--- src/rtl/mem_bank.sv ---
// mem_bank: single-clock storage bank with masked writes, a registered read
// port (write-first bypass), out-of-range error pulses and a sequenced
// bulk-clear engine that zeroes one word per cycle.
module mem_bank #(
    parameter int DATA_W = 8,
    parameter int DEPTH  = 4,
    parameter int ADDR_W = 2
) (
    input  logic              clock,
    input  logic              reset,
    input  logic              wr_en,
    input  logic [ADDR_W-1:0] wr_addr,
    input  logic [DATA_W-1:0] wr_data,
    input  logic [DATA_W-1:0] wr_mask,
    input  logic              rd_en,
    input  logic [ADDR_W-1:0] rd_addr,
    output logic [DATA_W-1:0] rd_data,
    output logic              rd_valid,
    input  logic              clr_start,
    output logic              busy,
    output logic              err
);

    typedef enum logic {
        IDLE,
        CLEAR
    } state_t;

    // Depth widened by one bit so addresses can be range-checked even when
    // DEPTH equals 2**ADDR_W.
    localparam logic [ADDR_W:0]   DEPTH_EXT = (ADDR_W + 1)'(DEPTH);
    localparam logic [ADDR_W-1:0] LAST_PTR  = ADDR_W'(DEPTH - 1);

    state_t            state_q, state_d;
    logic [ADDR_W-1:0] ptr_q, ptr_d;
    logic              busy_q, busy_d;
    logic [DATA_W-1:0] rd_data_q, rd_data_d;
    logic              rd_valid_q, rd_valid_d;
    logic              err_q, err_d;
    logic [DATA_W-1:0] mem_q [DEPTH];
    logic [DATA_W-1:0] mem_d [DEPTH];

    logic wr_in_range;
    logic rd_in_range;

    assign wr_in_range = ({1'b0, wr_addr} < DEPTH_EXT);
    assign rd_in_range = ({1'b0, rd_addr} < DEPTH_EXT);

    // Next-state logic: the write merge and the clear step are applied to
    // mem_d first, so the read taken from mem_d naturally sees the new word
    // (write-first) or zero for the word being cleared this edge.
    always_comb begin
        state_d    = state_q;
        ptr_d      = ptr_q;
        busy_d     = busy_q;
        mem_d      = mem_q;
        rd_data_d  = rd_data_q;
        rd_valid_d = 1'b0;
        err_d      = 1'b0;

        if (wr_en && !busy_q && wr_in_range) begin
            mem_d[wr_addr] = (mem_q[wr_addr] & ~wr_mask) | (wr_data & wr_mask);
        end

        case (state_q)
            IDLE: begin
                if (clr_start) begin
                    state_d = CLEAR;
                    ptr_d   = '0;
                    busy_d  = 1'b1;
                end
            end
            CLEAR: begin
                mem_d[ptr_q] = '0;
                if (ptr_q == LAST_PTR) begin
                    state_d = IDLE;
                    ptr_d   = '0;
                    busy_d  = 1'b0;
                end else begin
                    ptr_d = ptr_q + ADDR_W'(1);
                end
            end
            default: begin
                state_d = IDLE;
                busy_d  = 1'b0;
            end
        endcase

        if (rd_en) begin
            rd_valid_d = 1'b1;
            rd_data_d  = rd_in_range ? mem_d[rd_addr] : '0;
        end

        err_d = (rd_en && !rd_in_range) || (wr_en && (!wr_in_range || busy_q));
    end

    // State register: synchronous active-low reset zeroes storage and outputs.
    always_ff @(posedge clock) begin
        if (!reset) begin
            state_q    <= IDLE;
            ptr_q      <= '0;
            busy_q     <= 1'b0;
            rd_data_q  <= '0;
            rd_valid_q <= 1'b0;
            err_q      <= 1'b0;
            for (int i = 0; i < DEPTH; i++) begin
                mem_q[i] <= '0;
            end
        end else begin
            state_q    <= state_d;
            ptr_q      <= ptr_d;
            busy_q     <= busy_d;
            rd_data_q  <= rd_data_d;
            rd_valid_q <= rd_valid_d;
            err_q      <= err_d;
            mem_q      <= mem_d;
        end
    end

    assign rd_data  = rd_data_q;
    assign rd_valid = rd_valid_q;
    assign busy     = busy_q;
    assign err      = err_q;

endmodule

--- config.mk ---
export PLATFORM = sky130hd
export DESIGN_NAME = mem_bank
export DESIGN_NICKNAME = d
export VERILOG_FILES = /design/src/rtl/mem_bank.sv
export SDC_FILE = /design/constraint.sdc
export NUM_CORES = 1
export LEC_CHECK = 0
export BUFFER_PORTS_ARGS = -buffer_cell sky130_fd_sc_hd__buf_4
export CORE_ASPECT_RATIO = 1.75
export CORE_MARGIN = 1
export CORE_UTILIZATION = 57
export DETAILED_ROUTE_END_ITERATION = 6
export HOLD_SLACK_MARGIN = 0.1
export PLACE_DENSITY = 0.79
export REMOVE_ABC_BUFFERS = 1
export SYNTH_ARGS = -nofsm -noshare
export SYNTH_HDL_FRONTEND = slang
export SYNTH_SLANG_ARGS = --single-unit
--- constraint.sdc ---
create_clock -name clock -period 2.1 [get_ports clock]
set_clock_uncertainty 0.05 [all_clocks]
set_input_delay 0.42 -clock clock [delete_from_list [all_inputs] [get_ports clock]]
set_output_delay 0.42 -clock clock [all_outputs]
set_load 0.01 [all_outputs]
==> run metrics <==
Slew Viols, Final=0; initial antenna violation count=0; height of the die=90.63 um; Syn. warnings=0; CP bufs+invs=2; Post-synth top flop=dfxtp_1; dpl hpwl=between 5000 and 6000 um; Rel. slew slack=50.06%; reg2reg start=ptr_q[0]; slowest library cell on the worst path=dfxtp_1; Final Hold Viols=0; Netlist cell types=52; setup TNS=0 ps; die area=0.004771 mm^2; wire length per cell=18.36 um; Mean Syn Cell Area=approximately 8.0 um^2; Max Clk Rate=between 0.5 and 0.6 GHz; hold depth=3; worst endpoint required time=2260 ps; CTS Sinks=between 40 and 50; CTS clk-pin slew, worst paths=~90 ps; # diodes=0; row count=31; Crit. Startpoint=ptr_q[0]; WL met3=about 620 um; area of the core=0.004228 mm^2; RSZ-0062 raised after global routing=false; outcome=complete, no violations; worst-path fanout max=7; Post-Route WL=around 7600 um; Starting Density=60.52%; met2 wire length=roughly 3800 um; total CTS buffers=5; Post-DRT Antenna Nets=0; WL met1=about 2800 um; Cell Chain, Critical Path=inv_1 > ha_1 > mux2_2 > nand2_1 > and4_1 > buf_4 > nor2_1 > nor4_1; 1st-iter DRT viols=96; GRT Total Usage=34.04%; HP Class=input port to flip-flop; Final GP Congestion=0.9564; Filler cells=360; Final period util=between 90% and 100%; EDFF count, synth=0; Peak supply drop=0.0005190 V; layout net count=about 390; Worst-Margin Slew=between 700 and 800 ps; drt drc=0; Die Span X=52.65 um; vias in the first global route=roughly 2500; Overflow after GRT=0; Clk Latency, worst-skew pair=300 ps; arrival time worst endpoint=2060 ps; first-pass GRT wire length=11870 um; Area growth syn-to-layout=20.49%; post-CTS resize count=0; Synth Register Bits=46; via/cell ratio=6.356; layout cell share with drive strength beyond 1=21.98%; asr flop ratio synth=0%; Top delay family on crit path=simple AND/OR/NAND/NOR gates; H-tree depth=2; Top Layer Used=met4; Design Area, Final=0.003083 mm^2; DR pass1 iterations=4; Mapped Area=0.002559 mm^2; setup repair bufs after CTS=0; max cap viols=0; crit path time final=1896 ps; PortBufs=35; reg2reg end=rd_data[4]; Hold-fix buffers, CTS=0; Crit Path Class=flip-flop to flip-flop; Cells after Synth=319; Top Ports=36; Root Driver=clkbuf_8; hold_sp=wr_data[1]; crit-path max cell delay=390 ps; routed via count=around 2600; CTS Buffer Depth=2; Hold Crit Endpoint=mem_q[17]; largest net degree at the start of global routing=20; DP Area=0.002940 mm^2; Reg2Reg Depth=8; element type at the critical path end=flip-flop; TritonCTS clock tree=done; pwr/cell area=692.4 mW/mm^2; R2R Setup Slk=200 ps; LEAKAGE=1.253 nW; # setup viols final=0; register area share after synthesis=~36%; kind of start point of the critical path=flip-flop
[synth_stat cells (3+ instances only)]
master,count,share of area (%)
ha_1,4,2.0
a31oi_1,6,1.5
a2111oi_0,3,1.0
nor2_1,34,5.0
dfxtp_1,46,36
a211oi_1,4,1.2
nor4_1,4,0.98
o211ai_1,4,1.2
o22ai_1,6,1.5
nand2_1,51,7.5
nand2b_1,10,2.4
and2_1,3,0.73
mux2_2,7,3.1
nor2b_1,6,1.5
inv_1,10,1.5
nand3_1,6,1.2
a21oi_1,39,7.6
a221o_1,7,2.7
clkbuf_1,10,1.5
mux2i_1,7,2.7
o21ai_0,11,2.2
and3_1,3,0.73
buf_2,5,0.98
[state kept, by name (all words and copies together) (netlist names)]
| register | flops |
|---|---|
| rd_valid | 1 |
| state_q | 1 |
| rd_data | 8 |
| err | 1 |
| busy | 1 |
| ptr_q | 2 |
| mem_q | 32 |
[worst register-to-register path: stages, from the launching register on]
cell and delay, ps:
dfxtp_1 390, inv_1 90, ha_1 210, mux2_2 260, nand2_1 100, and4_1 190
buf_4 180, nor2_1 70, nor4_1 270
[cell usage in the layout, fill, tap and decap left out, drive strengths merged, types with 2 or more instances in the layout]
master	instances
and3	3
clkbuf	6
nor2b	6
inv	10
a311oi	2
buf	55
o31ai	2
a221o	7
o22ai	6
and4bb	2
o211ai	4
a211oi	4
a2111oi	3
o21ai	11
a21boi	3
dfxtp	46
mux2i	7
mux2	7
ha	4
and2	3
nor3	3
bufinv	2
a31oi	6
nand2b	11
a21oi	40
nor2	34
nand2	51
nor4	4
nand3	6
[cells by family (layout without fill, tap and decap cells)]
logic type | after synthesis | in the layout | synth area share, %
XOR/XNOR | 1 | 1 | 0.3424
flip-flops | 46 | 46 | 35.99
adder cells (fa/ha/maj) | 4 | 4 | 1.956
AO/OA/AOI/OAI | 92 | 92 | 23.18
buffers and inverters | 28 | 73 | 5.086
multiplexers | 15 | 15 | 6.699
AND/OR/NAND/NOR | 133 | 133 | 26.75
[power by group]
part	leakage, nW	internal, mW	switching [mW]
registers	0.375	0.909	0.0294
logic	0.807	0.162	0.219
clock network	0.0714	0.508	0.309
total	1.25	1.58	0.557
[per-layer routing]
metal  vias up  global-route usage, %
li1       1229                      -
met1      1228                  39.18
met2       132                  55.91
met3        36                  6.061
met4         0                  20.18
met5         -                      0
[final cells by class]
cell class                 instances  area (um^2)  share of cell area [%]
tap                               49        61.31                   1.989
inverter                          10        37.54                   1.218
clock inverter                     2        60.06                   1.948
timing repair buffer              55        412.9                   13.39
clock buffer                       6        82.58                   2.679
multi-input combinational        245         1508                   48.90
sequential                        46        920.9                   29.87
[worst max-delay path by stage]
| stage | endpoint | slack (ps) | depth (start not counted) |
|---|---|---|---|
| CTS | rd_data[1] | 230 | 8 |
| finish | rd_data[4] | 200 | 8 |
| detailed placement | rd_data[7] | 60 | 7 |
| global placement | rd_data[1] | 40 | 7 |
| floorplan | rd_data[1] | 130 | 4 |
| global route | rd_data[4] | 40 | 8 |
[stage by stage]
stage | hold WS, ps | cells | total power [mW] | setup WS (ps) | utilization [%]
after detailed placement | 413.3 | 405 | 1.330 | 55.91 | 69.55
final | 362.6 | 413 | 2.135 | 204.0 | 72.92
after floorplan | 395.8 | 301 | 1.146 | 132.0 | -
after global placement | 407.2 | 405 | 1.322 | 44.62 | 69.55
after global routing | 372.4 | 413 | 2.207 | 44.34 | 72.92
after CTS | 360.5 | 413 | 2.133 | 231.0 | 72.92
(Power assumes the default switching activity.)
